File: config.mk
export PLATFORM = sky130hd
export DESIGN_NAME = wb_uart_tx_flat
export DESIGN_NICKNAME = d
export VERILOG_FILES = /design/src/rtl/uart_pkg.sv /design/src/rtl/wb_uart_tx_if.sv /design/src/rtl/sync_fifo.sv /design/src/rtl/wb_uart_tx.sv /design/src/flat_wrapper.sv
export SDC_FILE = /design/constraint.sdc
export NUM_CORES = 1
export LEC_CHECK = 0
export CAP_MARGIN = 25
export CORE_MARGIN = 3
export CORE_UTILIZATION = 51
export CTS_BUF_LIST = sky130_fd_sc_hd__clkbuf_4 sky130_fd_sc_hd__clkbuf_8
export CTS_CLUSTER_SIZE = 40
export DETAILED_ROUTE_END_ITERATION = 8
export PLACE_DENSITY = 0.75
export SYNTH_ARGS = -nofsm -noshare
export SYNTH_HDL_FRONTEND = slang
export SYNTH_SLANG_ARGS = --single-unit
File: constraint.sdc
create_clock -name wb_ck -period 6.9 [get_ports wb_ck]
set_clock_uncertainty 0.1 [all_clocks]
set_input_delay 1.38 -clock wb_ck [delete_from_list [all_inputs] [get_ports wb_ck]]
set_output_delay 1.38 -clock wb_ck [all_outputs]
set_load 0.1 [all_outputs]
File: src/rtl/uart_pkg.sv
// Shared constants for the Wishbone UART transmitter: register map, status bits, FSM encoding.
// Also holds the bit-time reload helper used by the serialiser.
package uart_pkg;

  localparam logic REG_DATA = 1'b0;
  localparam logic REG_DIV  = 1'b1;

  localparam int ST_EMPTY   = 0;
  localparam int ST_FULL    = 1;
  localparam int ST_BUSY    = 2;
  localparam int ST_OVF     = 3;
  localparam int ST_LVL_LSB = 8;

  typedef enum logic [1:0] {
    S_IDLE  = 2'd0,
    S_START = 2'd1,
    S_DATA  = 2'd2,
    S_STOP  = 2'd3
  } tx_state_t;

  // A stored divisor of 0 behaves as 1, so the reload is max(div,1)-1.
  function automatic logic [15:0] bit_reload(input logic [15:0] div);
    return (div == 16'd0) ? 16'd0 : div - 16'd1;
  endfunction

endpackage

File: src/rtl/wb_uart_tx_if.sv
// Wishbone slave signal bundle for the UART transmitter (decoder-qualified cycle, single-cycle ack).
interface wb_uart_tx_if;
  logic        wb_cyc;
  logic        wb_we;
  logic        wb_adr;
  logic [31:0] wb_dat_i;
  logic [31:0] wb_dat_o;
  logic        wb_ack;

  modport master (
    output wb_cyc, wb_we, wb_adr, wb_dat_i,
    input  wb_dat_o, wb_ack
  );

  modport slave (
    input  wb_cyc, wb_we, wb_adr, wb_dat_i,
    output wb_dat_o, wb_ack
  );
endinterface

File: src/rtl/sync_fifo.sv
// Single-clock FIFO with first-word-fall-through read; push and pop may share an edge.
// A push while full is accepted only when a pop happens on the same edge.
module sync_fifo #(
  parameter int WIDTH = 8,
  parameter int DEPTH = 4
) (
  input  logic                     clk,
  input  logic                     rst,
  input  logic                     push,
  input  logic [WIDTH-1:0]         din,
  input  logic                     pop,
  output logic [WIDTH-1:0]         dout,
  output logic                     full,
  output logic                     empty,
  output logic [$clog2(DEPTH):0]   level
);
  localparam int AW = $clog2(DEPTH);
  localparam int LW = AW + 1;

  logic [WIDTH-1:0] mem [DEPTH];
  logic [AW-1:0]    wr_ptr;
  logic [AW-1:0]    rd_ptr;
  logic             do_push;
  logic             do_pop;

  assign do_pop  = pop && !empty;
  assign do_push = push && (!full || do_pop);

  assign full  = (level == LW'(DEPTH));
  assign empty = (level == '0);
  assign dout  = mem[rd_ptr];

  always_ff @(posedge clk or posedge rst) begin
    if (rst) begin
      wr_ptr <= '0;
      rd_ptr <= '0;
      level  <= '0;
    end else begin
      if (do_push) wr_ptr <= wr_ptr + AW'(1);
      if (do_pop)  rd_ptr <= rd_ptr + AW'(1);
      case ({do_push, do_pop})
        2'b10:   level <= level + LW'(1);
        2'b01:   level <= level - LW'(1);
        default: level <= level;
      endcase
    end
  end

  always_ff @(posedge clk) begin
    if (do_push) mem[wr_ptr] <= din;
  end

endmodule

File: src/rtl/wb_uart_tx.sv
// Wishbone-attached 8N1 UART transmitter: byte FIFO, run-time baud divisor, status register.
// One-cycle ack per cycle; bytes written while the FIFO is full are dropped and flagged.
module wb_uart_tx
  import uart_pkg::*;
#(
  parameter int CLK_DIV    = 104,
  parameter int FIFO_DEPTH = 4
) (
  input  logic        wb_ck,
  input  logic        wb_rst,
  wb_uart_tx_if.slave wb,
  output logic        tx,
  output logic        tx_empty
);
  localparam int LW = $clog2(FIFO_DEPTH) + 1;

  logic          done;
  logic          ack_q;
  logic [31:0]   dat_q;
  logic          overflow;
  logic [15:0]   divisor;

  logic          access;
  logic          wr_data;
  logic          wr_div;
  logic          rd_status;
  logic [31:0]   status;
  logic [31:0]   rd_mux;
  logic          unused_dat;

  logic          fifo_push;
  logic          fifo_pop;
  logic          fifo_full;
  logic          fifo_empty;
  logic [7:0]    fifo_dout;
  logic [LW-1:0] fifo_level;

  tx_state_t     state;
  tx_state_t     state_d;
  logic [7:0]    shift;
  logic [7:0]    shift_d;
  logic [2:0]    bit_cnt;
  logic [2:0]    bit_cnt_d;
  logic [15:0]   baud_cnt;
  logic [15:0]   baud_d;
  logic          tx_d;
  logic          bit_end;

  assign unused_dat = ^wb.wb_dat_i[31:16];

  // Bus access

  assign access    = wb.wb_cyc && !done;
  assign wr_data   = access &&  wb.wb_we && (wb.wb_adr == REG_DATA);
  assign wr_div    = access &&  wb.wb_we && (wb.wb_adr == REG_DIV);
  assign rd_status = access && !wb.wb_we && (wb.wb_adr == REG_DATA);

  assign fifo_push = wr_data && (!fifo_full || fifo_pop);

  always_comb begin
    status               = '0;
    status[ST_EMPTY]     = fifo_empty;
    status[ST_FULL]      = fifo_full;
    status[ST_BUSY]      = (state != S_IDLE);
    status[ST_OVF]       = overflow;
    status[ST_LVL_LSB +: 8] = 8'(fifo_level);
  end

  assign rd_mux = (wb.wb_adr == REG_DIV) ? {16'b0, divisor} : status;

  always_ff @(posedge wb_ck or posedge wb_rst) begin
    if (wb_rst) begin
      done     <= 1'b0;
      ack_q    <= 1'b0;
      dat_q    <= '0;
      overflow <= 1'b0;
      divisor  <= 16'(CLK_DIV);
    end else begin
      ack_q <= access;
      dat_q <= (access && !wb.wb_we) ? rd_mux : '0;
      done  <= wb.wb_cyc ? (done || access) : 1'b0;
      if (wr_div) divisor <= wb.wb_dat_i[15:0];
      if (wr_data && fifo_full && !fifo_pop) overflow <= 1'b1;
      else if (rd_status)                    overflow <= 1'b0;
    end
  end

  assign wb.wb_ack   = ack_q;
  assign wb.wb_dat_o = dat_q;

  sync_fifo #(
    .WIDTH (8),
    .DEPTH (FIFO_DEPTH)
  ) u_fifo (
    .clk   (wb_ck),
    .rst   (wb_rst),
    .push  (fifo_push),
    .din   (wb.wb_dat_i[7:0]),
    .pop   (fifo_pop),
    .dout  (fifo_dout),
    .full  (fifo_full),
    .empty (fifo_empty),
    .level (fifo_level)
  );

  // Serialiser: divisor is only sampled at bit starts, so a mid-frame change
  // never alters the bit currently on the line.

  assign bit_end = (baud_cnt == 16'd0);

  always_comb begin
    state_d   = state;
    shift_d   = shift;
    bit_cnt_d = bit_cnt;
    baud_d    = bit_end ? baud_cnt : baud_cnt - 16'd1;
    tx_d      = tx;
    fifo_pop  = 1'b0;

    case (state)
      S_IDLE: begin
        tx_d = 1'b1;
        if (!fifo_empty) begin
          fifo_pop  = 1'b1;
          shift_d   = fifo_dout;
          bit_cnt_d = 3'd0;
          baud_d    = bit_reload(divisor);
          state_d   = S_START;
          tx_d      = 1'b0;
        end
      end
      S_START: begin
        if (bit_end) begin
          state_d = S_DATA;
          baud_d  = bit_reload(divisor);
          tx_d    = shift[0];
        end
      end
      S_DATA: begin
        if (bit_end) begin
          baud_d = bit_reload(divisor);
          if (bit_cnt == 3'd7) begin
            state_d = S_STOP;
            tx_d    = 1'b1;
          end else begin
            shift_d   = {1'b0, shift[7:1]};
            bit_cnt_d = bit_cnt + 3'd1;
            tx_d      = shift[1];
          end
        end
      end
      S_STOP: begin
        if (bit_end) begin
          if (!fifo_empty) begin
            fifo_pop  = 1'b1;
            shift_d   = fifo_dout;
            bit_cnt_d = 3'd0;
            baud_d    = bit_reload(divisor);
            state_d   = S_START;
            tx_d      = 1'b0;
          end else begin
            state_d = S_IDLE;
            tx_d    = 1'b1;
          end
        end
      end
      default: begin
        state_d = S_IDLE;
        tx_d    = 1'b1;
      end
    endcase
  end

  always_ff @(posedge wb_ck or posedge wb_rst) begin
    if (wb_rst) begin
      state    <= S_IDLE;
      shift    <= '0;
      bit_cnt  <= '0;
      baud_cnt <= '0;
      tx       <= 1'b1;
      tx_empty <= 1'b1;
    end else begin
      state    <= state_d;
      shift    <= shift_d;
      bit_cnt  <= bit_cnt_d;
      baud_cnt <= baud_d;
      tx       <= tx_d;
      tx_empty <= fifo_empty && (state == S_IDLE);
    end
  end

endmodule

File: src/flat_wrapper.sv
// flat-port wrapper written by rule: the top's interface ports become plain ports
module wb_uart_tx_flat import uart_pkg::*;
#(
  parameter int CLK_DIV    = 104,
  parameter int FIFO_DEPTH = 4
)
  (wb_ck, wb_rst, tx, tx_empty, wb_wb_cyc, wb_wb_we, wb_wb_adr, wb_wb_dat_i, wb_wb_dat_o, wb_wb_ack);
  wb_uart_tx_if wb_i ();
  input  logic wb_ck;
  input  logic wb_rst;
  output logic tx;
  output logic tx_empty;
  input wire logic [$bits(wb_i.wb_cyc)-1:0] wb_wb_cyc;
  input wire logic [$bits(wb_i.wb_we)-1:0] wb_wb_we;
  input wire logic [$bits(wb_i.wb_adr)-1:0] wb_wb_adr;
  input wire logic [$bits(wb_i.wb_dat_i)-1:0] wb_wb_dat_i;
  output wire logic [$bits(wb_i.wb_dat_o)-1:0] wb_wb_dat_o;
  output wire logic [$bits(wb_i.wb_ack)-1:0] wb_wb_ack;
  assign wb_i.wb_cyc = wb_wb_cyc;
  assign wb_i.wb_we = wb_wb_we;
  assign wb_i.wb_adr = wb_wb_adr;
  assign wb_i.wb_dat_i = wb_wb_dat_i;
  assign wb_wb_dat_o = wb_i.wb_dat_o;
  assign wb_wb_ack = wb_i.wb_ack;
  wb_uart_tx #(.CLK_DIV(CLK_DIV), .FIFO_DEPTH(FIFO_DEPTH)) u_core (.wb_ck(wb_ck), .wb_rst(wb_rst), .wb(wb_i), .tx(tx), .tx_empty(tx_empty));
endmodule
# Yosys cells after proc, flatten, opt, wreduce, memory -nomap -nowiden
# Memories as Yosys holds them, arrays and structs flattened.
# Cells that the tools add are included.
[totals]
output_inout_bits = 35
regBits = 89
romBits = 0
latch_bits = 0
in_bits = 37
memories = 1
ramBits = 32
[op_classes]
mul = 0
n_addsub = 7
order_cmp = 0
muxes = 40
n_div = 0
shift = 0
n_eq_ne = 13
n_reduce_logical = 32
bitwise = 1
[memory_table]
columns = ["name", "words", "word_bits", "read_ports", "rd_clocked_by_memory_dff", "wr", "line_no", "source"]
rows = [
  ["u_core.u_fifo.mem", 4, 8, 1, 0, 1, "sync_fifo.sv:20", "logic [WIDTH-1:0] mem [DEPTH];"],
]
[ops]
columns = ["op", "n"]
rows = [
  ["16-bit 2-to-1 mux", 6],
  ["16-bit case mux with 3 select lines", 1],
  ["16-bit logical NOT", 2],
  ["32-bit 2-to-1 mux", 1],
  ["8-bit 2-to-1 mux", 4],
  ["16-bit by 1-bit subtractor with 16-bit output, second input constant", 2],
  ["8-bit case mux with 3 select lines", 1],
  ["1-bit 2-to-1 mux", 13],
  ["1-bit logical AND", 12],
  ["3-bit 2-to-1 mux", 4],
  ["2-bit 2-to-1 mux", 5],
  ["3-bit case mux with 3 select lines", 1],
  ["2-bit by 1-bit != test with 1-bit output, second input constant", 4],
  ["2-bit case mux with 4 select lines", 1],
  ["3-bit by 1-bit adder with 3-bit output, second input constant", 2],
  ["2-bit equality test, second input constant", 3],
  ["3-bit equality test, second input constant", 2],
  ["3-bit case mux with 2 select lines", 1],
  ["2-bit nonzero test", 3],
  ["1-bit logical NOT", 5],
  ["5-bit AND reduction", 1],
  ["2-bit by 1-bit adder with 2-bit output, second input constant", 2],
  ["2-bit by 1-bit equality test with 1-bit output, second input constant", 2],
  ["2-bit != test, second input constant", 2],
  ["11 further kinds", 13],
]

# Depth between registers and ports, before layout
[depth]
depth_word = 9
mapped_depth = 13

# By module
# From an unflattened synthesis, not the netlist that was laid out.
[unflattened]
hier_cells = 425
hier_area_um2 = 5237.5
[by_module_without_submodules]
columns = ["mod", "instances", "seq_area_each_um2", "cells_per_inst", "area_per_inst_um2"]
rows = [
  ["wb_uart_tx", 1, 1657.8, 344, 3646.0],
  ["sync_fifo", 1, 1136.1, 81, 1591.5],
]

# Least setup slack after synthesis
# No wires, ideal clock.
[synth_timing]
path_kind = "input port to flip-flop"
startpoint = "in wb_wb_cyc"
endpoint = "reg u_core.u_fifo.level[2]"
slack_ns = 3.850
stages = 11
t_arrival_ns = 2.827
n_path_buf = 0
setup_time_ns = 0.123
cell_sequence = "nand2b_1 > nor2_1 > o211ai_1 > a21oi_1 > inv_1 > ha_1 > inv_1 > fa_1 > xor2_1 > nor2_1 > xnor2_1"
[synth_via]
elab_chain_cells = 7
word_cells_on_any_way = 9
cone_classes = "eq/ne (2); mux (1); reduce/logical (6)"
[synth_lines]
columns = ["item", "line_no", "source"]
rows = [
  ["start, declared", "flat_wrapper.sv:13", "input wire logic [$bits(wb_i.wb_cyc)-1:0] wb_wb_cyc;"],
  ["1-bit logical AND *", "wb_uart_tx.sv:53", "assign access = wb.wb_cyc && !done;"],
  ["1-bit logical AND * (2 in a row)", "wb_uart_tx.sv:54", "assign wr_data = access && wb.wb_we && (wb.wb_adr == REG_DATA);"],
  ["1-bit logical AND *", "wb_uart_tx.sv:58", "assign fifo_push = wr_data && (!fifo_full || fifo_pop);"],
  ["1-bit logical AND *", "sync_fifo.sv:27", "assign do_push = push && (!full || do_pop);"],
  ["2-bit by 1-bit equality test with 1-bit output / 2-bit equality test (equally long branches)", "sync_fifo.sv:41", "case ({do_push, do_pop})"],
  ["3-bit case mux with 2 select lines / 2-bit nonzero test (equally long branches)", "-", ""],
  ["end signal, assigned", "sync_fifo.sv:42", "2'b10: level <= level + LW'(1);"],
  ["end signal, assigned", "sync_fifo.sv:43", "2'b01: level <= level - LW'(1);"],
  ["end signal, assigned", "sync_fifo.sv:44", "default: level <= level;"],
  ["end, declared", "sync_fifo.sv:15", "output logic [$clog2(DEPTH):0] level"],
]
# Mark *: on every way between the ends. The rest lies on a longest branch, timed or not.
# A chain may end at the register's enable or synchronous reset.

# Worst setup path after layout
[layout_timing]
startpoint = "reg u_core.tx"
endpoint = "out tx"
[layout_lines]
columns = ["item", "line_no", "source"]
rows = [
  ["start, declared", "wb_uart_tx.sv:12", "output logic tx,"],
  ["start signal, assigned", "wb_uart_tx.sv:186", "tx <= tx_d;"],
  ["end, declared", "flat_wrapper.sv:11", "output logic tx;"],
]
# No word-level cell between the ends.

==> results.md <==
* Async S/R FF share, synth at 0.695
* Row cnt at 36
* CTS tree: built
* Die height at 107 um
* Main synth FF type: dfrtp_1
* Synthesized cell area at 5170 um^2
* Area leader, netlist: dfrtp_1
* First-pass GRT wire length at around 16 mm
* Worst Tran Pin Value at 0.983 ns
* CP bufs+invs at 1
* P_sw at 0.933 mW
* Yosys top cell area share at 0.329
* Drt wl/cell at 16.1 um
* Arr. time, crit path at 2.03 ns
* Final setup fails at 0
* Post-synthesis xor/xnor area fraction at 0.0440
* Setup bufs post-CTS at 0
* Setup CP Type: reg -> out
* Final Hold Vio Count at 0
* Starting density of the core at 0.527
* Area Overhead vs Synth at 12.1%
* Clock sink total at 105
* Avg Cell Area, Syn at 12.1 um^2
* Synth Area in Compound Gates at 0.0752
* Synth Instances at 429
* Inserted Diodes at 0
* Core ar. at roughly 9800 um^2
* Count of cell types in the netlist at 54
* Clk buf depth at 2
* Simple-gate area share of the yosys netlist at 0.126
* # hold bufs at CTS at 0
* Fillers at 800
* Pre-CTS WS at 3.10 ns
* Final nets at 520
* Crit-path max FO at 2
* Crit start category: register
* Hold_sp: u_core.overflow
* Vias in the first global route at 3,085
* Outcome: finished, final reports clean
* Pwr/cell area at approximately 400 nW/um^2
* Critical R2R Launch: u_core.baud_cnt[0]
* Power, Total at 2.31 mW
* Gpl congestion at 0.844
* Chip Width at between 100 and 150 um
* Adder-Cell Fraction of Synth Area at 0.0426
* Worst EP required at 5.42 ns
* PnR worst setup slack at 3.39 ns
* Hold Path Class: reg -> reg
* Top delay family on crit path: buffers and inverters
* Clock power frac at 0.157
* Resize count post-CTS at 0
* DR DRC count at 0
* DPL Wire Length at 6.99 mm
* Final core utilization at 0.591
* H-tree Lvls at 3
* Post-synth EDFFs at 32
* Crit. End Element: primary output
* Combinational family with the most area after synthesis: simple AND/OR/NAND/NOR gates
* Vias per inst at 5.43
* Setup TNS at 0 ns
* Largest net degree at the start of global routing at 74
* Initial DRT Pass Iterations at 5
* Fin crit share at 0.509
* Seq cells post-synth at 105
* Drt total wl at 9.70 mm
* Maxcap violations at 0
* Worst path cell trace: clkdlybuf4s50_1
* Largest cells by area after synthesis: dfrtp_1 (33%), edfxtp_1 (19%), mux2_2 (5.7%)
* Die footprint at 11,400 um^2
* Mux cell area share after synthesis at 0.120
* Root Driver: clkbuf_8
* Fraction of layout cells with a size suffix above 1 at 0.157
* Total track usage at 0.179
* DRT antenna net count at 0
* Slew Viols, Final at 0
* Sequential power share at 0.400
* Slowest stage delay, CP at 1.12 ns
* CP startpoint: u_core.tx
* Combinational share of power at 0.443
* Multi-input gate area at 2170 um^2
* CTS buffer count at 9
* YS warnings at 0
* Reg area at 2790 um^2
* Leakage Power at 2.32 nW
* Maximum vdd drop at 149 uV
* Crit path time final at 3.51 ns
* DRT iter0 DRCs at 212
* Ports at 72
* Clock transition at path regs at 0.11 ns
* Slowest CP cell: clkdlybuf4s50_1
* Fmax at 285 MHz
* Initial antenna violation count at 0
* Worst skew pair latency at 0.36 ns
* Remaining Overflow, GRT at 0
* Worst Hold Slack at 0.410 ns
* Switch share at 0.404
* Via Count at 3,280
* RSZ-0062 raised after global routing: false
* Sequential area share after synthesis at 0.540
* P_int at 1.38 mW
* I/O Buffers at 39
* Worst slew margin at 0.342
-- kinds of logic (layout without fill, tap and decap cells) --
logic type,Yosys count,in the layout
AOI/OAI and AO/OA,63,63
xor gates and xnor gates,26,26
adders and majority gates,17,17
buffers and inverters,52,79
DFF,105,105
muxes,45,45
other,1,16
and+or+nand+nor,120,120
-- Yosys cell counts (3+ instances only) --
| cell type | count |
|---|---|
| nand2b_1 | 4 |
| a21oi_1 | 15 |
| o21ai_0 | 15 |
| a31oi_1 | 3 |
| mux4_2 | 8 |
| or3_1 | 3 |
| buf_4 | 16 |
| dfrtp_1 | 68 |
| nor2_1 | 25 |
| ha_1 | 16 |
| nand2_1 | 25 |
| nor3_1 | 17 |
| xnor2_1 | 19 |
| mux2_4 | 7 |
| buf_2 | 4 |
| o22ai_1 | 15 |
| edfxtp_1 | 32 |
| nand3_1 | 8 |
| mux2_2 | 26 |
| mux2i_1 | 4 |
| dfstp_2 | 5 |
| inv_1 | 22 |
| and2_1 | 13 |
| xor2_1 | 7 |
| clkbuf_1 | 9 |
| nor4_1 | 9 |
-- cell usage in the layout (no fill, tap or decap), types with 9 or more instances in the layout --
cell type / count
dfrtp_1: 68
clkdlybuf4s50_1: 39
edfxtp_1: 32
mux2_2: 26
nor2_1: 25
nand2_1: 25
inv_1: 21
xnor2_1: 19
nor3_1: 17
ha_1: 16
conb_1: 16
a21oi_1: 15
o21ai_0: 15
o22ai_1: 15
and2_1: 13
nor4_1: 9
clkbuf_8: 9
-- worst paths after layout --
| path | end | slack, ns | depth (start not counted) |
|---|---|---|---|
| min in group asynchronous | u_core.state[1] | 1.51 | 3 |
| setup reg to reg | u_core.u_fifo.level[2] | 3.41 | 12 |
| hold reg to reg | u_core.overflow | 0.41 | 2 |
| setup / recovery | tx | 3.39 | 1 |
| hold / removal | u_core.overflow | 0.41 | 2 |
| max in group asynchronous | u_core.divisor[9] | 4.62 | 3 |
-- through the flow --
step / instance area, um^2 / std cells
global route: 5800 / 604
global placement: 5610 / 587
detailed placement: 5610 / 587
finish: 5800 / 604
CTS: 5790 / 603
floorplan: 5230 / 444
-- power by group through the flow --
stage / combinational (mW) / sequential [mW] / clock (mW)
final: 1.02 / 0.923 / 0.362
after detailed placement: 1.02 / 0.933 / 0
after global routing: 1.12 / 0.947 / 0.396
after global placement: 0.993 / 0.929 / 0
after CTS: 1.02 / 0.923 / 0.370
after floorplan: 0.835 / 0.935 / 0
-- sequential cells by signal, summed over array words and instances, names as in the netlist --
signal / cells
u_core.baud_cnt: 16
u_core.bit_cnt: 3
u_core.divisor: 16
u_core.done: 1
u_core.overflow: 1
u_core.shift: 8
u_core.state: 2
u_core.tx: 1
u_core.tx_empty: 1
u_core.u_fifo.level: 3
u_core.u_fifo.mem: 32
u_core.u_fifo.rd_ptr: 2
u_core.u_fifo.wr_ptr: 2
u_core.wb.wb_ack: 1
u_core.wb.wb_dat_o: 16
-- metal layers --
metal | vias up | track usage | share of wire
met3 | 10 | 0.0391 | 0.046
met1 | 1613 | 0.272 | 0.49
met5 | - | 0 | 0
met2 | 78 | 0.259 | 0.45
li1 | 1579 | - | -
met4 | 0 | 0.0521 | 0.013
-- final cells by class --
type,instances,area share
flip-flops and latches,105,0.482
multi-input cells,287,0.373
repair buffers,41,0.0699
well taps,133,0.0287
clock buffers,9,0.0214
inverters,22,0.0142
clock inverters,7,0.0106
(Power assumes the default switching activity.)
